$ cat src/rtl/l2_evict_write_buffer.sv
// Eviction write buffer between the L2 and memory: absorbs dirty victims, drains them
// when idle, passes fills through. Define EWB_FORWARD_EN to serve fills that hit a buffered victim.
module l2_evict_write_buffer #(
    parameter int DEPTH = 2
) (
    input  logic         clk,
    input  logic         rst_n,
    input  logic         l2_pmem_read,
    input  logic         l2_pmem_write,
    input  logic [15:0]  l2_pmem_address,
    input  logic [15:0]  l2_pmem_waddress,
    input  logic [255:0] l2_pmem_wdata,
    output logic [255:0] l2_pmem_rdata,
    output logic         l2_pmem_resp,
    output logic         ewb_ready,
    output logic         pmem_read,
    output logic         pmem_write,
    output logic [15:0]  pmem_address,
    output logic [255:0] pmem_wdata,
    input  logic [255:0] pmem_rdata,
    input  logic         pmem_resp,
    output logic [2:0]   dbg_state_o,
    output logic [2:0]   dbg_count_o
);

    typedef enum logic [2:0] {
        IDLE  = 3'd0,
        WACK  = 3'd1,
        RMEM  = 3'd2,
        RACK  = 3'd3,
        DRAIN = 3'd4
`ifdef EWB_FORWARD_EN
        , FWD = 3'd5
`endif
    } state_e;

    localparam logic [2:0] CNT_DEPTH = 3'(DEPTH);

    state_e       state_q, state_d;
    logic [3:0]   valid_q;
    logic [10:0]  line_q [4];
    logic [255:0] data_q [4];
    logic [1:0]   head_q, tail_q;
    logic [2:0]   count_q;
    logic         resp_q, rd_q, wr_q;
    logic [10:0]  rd_line_q;
    logic [255:0] rdata_q;

    logic         wmatch, rmatch, push, merge, pop, resp_d;
    logic [1:0]   widx, ridx;
    logic         unused_bits;

    function automatic logic [1:0] nxt_ptr(input logic [1:0] p);
        return (p == 2'(DEPTH - 1)) ? 2'd0 : p + 2'd1;
    endfunction

    // Lines in the buffer are unique (victims to a buffered line merge), so at most one hit.
    always_comb begin
        wmatch = 1'b0;
        rmatch = 1'b0;
        widx   = '0;
        ridx   = '0;
        for (int i = 0; i < DEPTH; i++) begin
            if (valid_q[i] && line_q[i] == l2_pmem_waddress[15:5]) begin
                wmatch = 1'b1;
                widx   = 2'(i);
            end
            if (valid_q[i] && line_q[i] == l2_pmem_address[15:5]) begin
                rmatch = 1'b1;
                ridx   = 2'(i);
            end
        end
    end

    always_comb begin
        state_d = state_q;
        push    = 1'b0;
        merge   = 1'b0;
        pop     = 1'b0;
        case (state_q)
            IDLE: begin
                if (l2_pmem_write && count_q < CNT_DEPTH) begin
                    state_d = WACK;
                    merge   = wmatch;
                    push    = !wmatch;
                end else if (l2_pmem_write) begin
                    state_d = DRAIN;
                end else if (l2_pmem_read && rmatch) begin
`ifdef EWB_FORWARD_EN
                    state_d = FWD;
`else
                    state_d = DRAIN;
`endif
                end else if (l2_pmem_read) begin
                    state_d = RMEM;
                end else if (count_q != 3'd0) begin
                    state_d = DRAIN;
                end
            end
            RMEM:  if (pmem_resp) state_d = RACK;
            DRAIN: begin
                if (pmem_resp) begin
                    pop     = 1'b1;
                    state_d = IDLE;
                end
            end
            default: state_d = IDLE;
        endcase
        resp_d = (state_d == WACK) || (state_d == RACK);
`ifdef EWB_FORWARD_EN
        resp_d = resp_d || (state_d == FWD);
`endif
    end

    always_ff @(posedge clk or negedge rst_n) begin
        if (!rst_n) begin
            state_q   <= IDLE;
            valid_q   <= '0;
            head_q    <= '0;
            tail_q    <= '0;
            count_q   <= '0;
            resp_q    <= 1'b0;
            rd_q      <= 1'b0;
            wr_q      <= 1'b0;
            rd_line_q <= '0;
            rdata_q   <= '0;
        end else begin
            state_q <= state_d;
            resp_q  <= resp_d;
            rd_q    <= (state_d == RMEM);
            wr_q    <= (state_d == DRAIN);
            if (push) begin
                valid_q[tail_q] <= 1'b1;
                tail_q          <= nxt_ptr(tail_q);
                count_q         <= count_q + 3'd1;
            end
            if (pop) begin
                valid_q[head_q] <= 1'b0;
                head_q          <= nxt_ptr(head_q);
                count_q         <= count_q - 3'd1;
            end
            if (state_q == IDLE && state_d == RMEM) rd_line_q <= l2_pmem_address[15:5];
            if (state_q == RMEM && pmem_resp) rdata_q <= pmem_rdata;
`ifdef EWB_FORWARD_EN
            if (state_d == FWD) rdata_q <= data_q[ridx];
`endif
        end
    end

    // Payload storage needs no reset: an entry is only read while its valid bit is set.
    always_ff @(posedge clk) begin
        if (push) begin
            line_q[tail_q] <= l2_pmem_waddress[15:5];
            data_q[tail_q] <= l2_pmem_wdata;
        end else if (merge) begin
            data_q[widx] <= l2_pmem_wdata;
        end
    end

    assign ewb_ready     = count_q < CNT_DEPTH;
    assign l2_pmem_resp  = resp_q;
    assign l2_pmem_rdata = resp_q ? rdata_q : '0;
    assign pmem_read     = rd_q;
    assign pmem_write    = wr_q;
    assign pmem_address  = wr_q ? {line_q[head_q], 5'b0} : (rd_q ? {rd_line_q, 5'b0} : 16'h0);
    assign pmem_wdata    = wr_q ? data_q[head_q] : '0;
    assign dbg_state_o   = state_q;
    assign dbg_count_o   = count_q;

    assign unused_bits = ^{l2_pmem_address[4:0], l2_pmem_waddress[4:0], valid_q, ridx};

endmodule
$ cat config.mk
export PLATFORM = sky130hd
export DESIGN_NAME = l2_evict_write_buffer
export DESIGN_NICKNAME = d
export VERILOG_FILES = /design/src/rtl/l2_evict_write_buffer.sv
export SDC_FILE = /design/constraint.sdc
export NUM_CORES = 1
export LEC_CHECK = 0
export CAP_MARGIN = 5
export CORE_AREA = 2 2 427 429
export DETAILED_ROUTE_END_ITERATION = 8
export DIE_AREA = 0 0 429 431
export PLACE_DENSITY = 0.47
export SLEW_MARGIN = 10
export SYNTH_ARGS = -nofsm -noshare
export SYNTH_HDL_FRONTEND = slang
export SYNTH_SLANG_ARGS = --single-unit
$ cat constraint.sdc
create_clock -name clk -period 25.2 [get_ports clk]
set_input_delay 7.56 -clock clk [delete_from_list [all_inputs] [get_ports clk]]
set_output_delay 7.56 -clock clk [all_outputs]
set_load 0.03 [all_outputs]
==> results.json <==
{
  "cp_max_fo": 46,
  "synth.mux.area_fraction_pct": 17.0,
  "min_to": "rdata_q[214]",
  "grt_pass1_vias": 30249,
  "ys_ff_latch": 1350,
  "gp_congestion": 0.772,
  "finish.net_count": 4354,
  "cts_tree": "built",
  "hold_class": "reg -> reg",
  "cts_setup_buffers": 0,
  "initial_utilization_pct": 29.6,
  "setup_viol": 0,
  "r2r-start": "line_q[0][7]",
  "finClkSkew_ns": 0.0316,
  "peakVddDrop_uv": 84.0,
  "vias": 28809,
  "layout-drive-gt1-share_pct": 14.8,
  "final_antenna_net_count": 0,
  "avgSynthCellArea_sq_um": 19.9,
  "met3_usage_pct": 6.04,
  "hold_start": "rdata_q[214]",
  "cpMostUsedCell": "buf_4",
  "max_cap_violations": 0,
  "grt_overflow": 0,
  "cp_data_arrival_time_ns": 5.45,
  "outcome": "finished clean",
  "multi_input_area_sq_um": 13300,
  "synth_xor_area_share_pct": 0.787,
  "viasPerCell": 4.56,
  "nFillCells": 16661,
  "cts.repair.resized": 0,
  "synth-simple-area-share_pct": 6.59,
  "postCtsHoldBufs": 0,
  "met1_usage_pct": 18.2,
  "fp.dieArea_sq_um": 185000,
  "area_growth_pct": 33.7,
  "cts_root_buffer": "clkbuf_16",
  "synth_top_family_by_area": "multiplexers",
  "post-route-period-util_pct": 51.6,
  "tightest_slew_ns": 1.11,
  "grt_max_degree": 144,
  "drt_iter0_drc": 1524,
  "synth_compound_area_share_pct": 0.403,
  "regArea_sq_um": 39100,
  "rsz0062_at_grt": "false",
  "synth_cells": 2687,
  "yosys.area.top_type": "edfxtp_1",
  "grt_pass1_wl_microns": 235000,
  "utilization_pct": 39.6,
  "yosysSeqAreaShare_pct": 73.3,
  "track_usage_pct": 17.8,
  "num_rows": 156,
  "power.leakage_nw": 24.1,
  "finalCriticalPeriod_ns": 13.01,
  "die_h_microns": 431,
  "crit_type": "reg -> out",
  "ys_warn_count": 0,
  "async_reset_ff_share_pct": 20.9,
  "power.total_mw": 7.38,
  "finalWirelength_microns": 167000,
  "cts.sinks": 1350,
  "cpMaxStageDelayCell": "buf_4",
  "grt_busiest_layer": "met2",
  "fmax_ghz": 0.0769,
  "syn_area_sq_um": 53400,
  "cts.reportedPaths.clkPinSlew_ns": 0.05,
  "io_pins": 1087,
  "slew_violations": 0,
  "path_cells": "buf_4 > buf_4 > buf_4 > mux4_2 > and2_1 > clkdlybuf4s50_1",
  "r2r_cells": 7,
  "synth_top_area_share_pct": 60.1,
  "synthAdderAreaFrac_pct": 0.0375,
  "h-tree-depth": 4,
  "cts_buffers": 158,
  "firstDrtPassIters": 5,
  "drc": 0,
  "design.core.area_sq_um": 180000,
  "synth_edf_count": 1068,
  "worstSkewPairLatency_ns": 0.80,
  "ys.flop_type": "edfxtp_1",
  "cp.required_ns": 17.64,
  "slowest_delay_ns": 0.87,
  "reg2reg_slack_ns": 20.94,
  "start_kind": "register",
  "synth_area_leaders": "edfxtp_1 (60%), dfrtp_1 (13%), mux4_2 (11%)",
  "wire_per_inst_microns": 26.5,
  "pwr_density_cell_nw_per_um2": 103,
  "hold_violations": 0,
  "synth.distinct_cells": 48,
  "r2r_end": "data_q[0][211]",
  "clockBufferDepth": 3,
  "hold_path_depth": 1,
  "worstSetupEndpointType": "primary output",
  "dp_hpwl_microns": 113000,
  "relSlewSlack_pct": 26.1,
  "dieWidth_microns": 429,
  "antenna_found_initial": 78,
  "port_buffers": 1071,
  "grt_use_met2_pct": 33.5
}
==> cells by family (layout without fill, tap and decap cells) <==
logic type / after synthesis / in the layout
DFF: 1350 / 1350
and+or+nand+nor: 558 / 558
muxes: 535 / 535
buffers and inverters: 165 / 1398
xor gates and xnor gates: 48 / 48
AOI/OAI and AO/OA: 29 / 29
adders and majority gates: 1 / 1
other: 1 / 25
==> report_power, final <==
part           switching (mW)  total, mW  leakage, nW  internal (mW)
Combinational            1.31       2.36         8.70           1.05
Clock                   0.913       2.15         2.36           1.24
Sequential              0.153       2.87         13.0           2.71
==> flip-flops by register name, summed over array words and instances (netlist names) <==
signal        count
l2_pmem_resp      1
dbg_state_o       3
dbg_count_o       3
pmem_read         1
rdata_q         256
head_q            2
pmem_write        1
rd_line_q        11
tail_q            2
data_q         1024
valid_q           2
line_q           44
==> worst max-delay path, delay by kind of cell, from the launching register on <==
| kind | cells | cell delay, ns |
|---|---|---|
| buf+inv | 4 | 2.96 |
| simple gates | 1 | 0.17 |
| flops | 1 | 0.81 |
| mux | 1 | 0.58 |
==> how the worst max path moves through the flow <==
stage / from / endpoint / slack [ns]
after floorplan: l2_pmem_waddress[14] / data_q[2][0] / -1.50
after detailed placement: head_q[0] / pmem_wdata[224] / 12.76
after CTS: head_q[0] / pmem_wdata[224] / 11.86
final: head_q[0] / pmem_wdata[148] / 12.19
after global placement: head_q[0] / pmem_wdata[224] / 12.73
after global routing: head_q[0] / pmem_wdata[148] / 11.65
==> through the flow <==
step	area, sq um	cells	hold slack [ns]	worst slack (ns)	setup TNS, ns
2_1_floorplan	53400	2691	0.450	-1.50	-767.98
3_3_place_gp	66500	6014	0.459	12.73	0
3_5_place_dp	66500	6014	0.467	12.76	0
4_1_cts	71300	6294	0.480	11.86	0
5_1_grt	71400	6307	0.483	11.65	0
6_report	71400	6314	0.475	12.19	0
==> cells in the mapped netlist, drive strengths merged (3+ instances only) <==
library cell / n
edfxtp: 1068
and2: 513
dfrtp: 282
mux2: 267
mux4: 267
buf: 89
clkbuf: 68
xnor2: 47
nand4: 12
a22o: 10
nor3: 10
inv: 8
nand2: 6
a21oi: 5
nor2: 4
o21ai: 4
nand2b: 3
==> layout by cell type, fill, tap and decap left out, types with 2 or more instances in the layout <==
cell,count
clkdlybuf4s50_1,1070
clkbuf_1,39
edfxtp_1,1068
mux2_2,38
conb_1,5
o21ai_0,3
nand4_1,12
mux2_1,221
clkinv_1,34
xnor2_1,47
nor2_1,4
a21boi_0,2
dfrtp_1,278
mux4_2,267
inv_6,7
buf_4,33
clkbuf_16,159
nor3_2,5
inv_1,8
a22o_1,10
a41oi_1,2
nor3_1,4
clkinv_2,18
and2_1,512
or3_1,2
clkbuf_8,9
diode_2,20
nand2_1,6
a211oi_1,2
buf_12,6
mux2_4,8
clkinv_4,2
inv_16,3
nand2b_1,2
bufinv_16,5
dfrtp_4,4
a21oi_1,4
==> layer usage <==
metal,share of wire [%],vias up
met4,3.2,38
met5,0.14,-
li1,-,12639
met2,55,896
met3,7.0,332
met1,34,14904
==> cell type report <==
cell class                 instances  area share (%)
timing repair buffer            1110            15.5
clock inverter                    73           0.801
multi-input combinational       1176            18.6
antenna                           20          0.0701
sequential                      1350            54.8
tap                             2370            4.15
inverter                           8          0.0421
clock buffer                     207            5.95
Power figures use the tool's default switching activity.
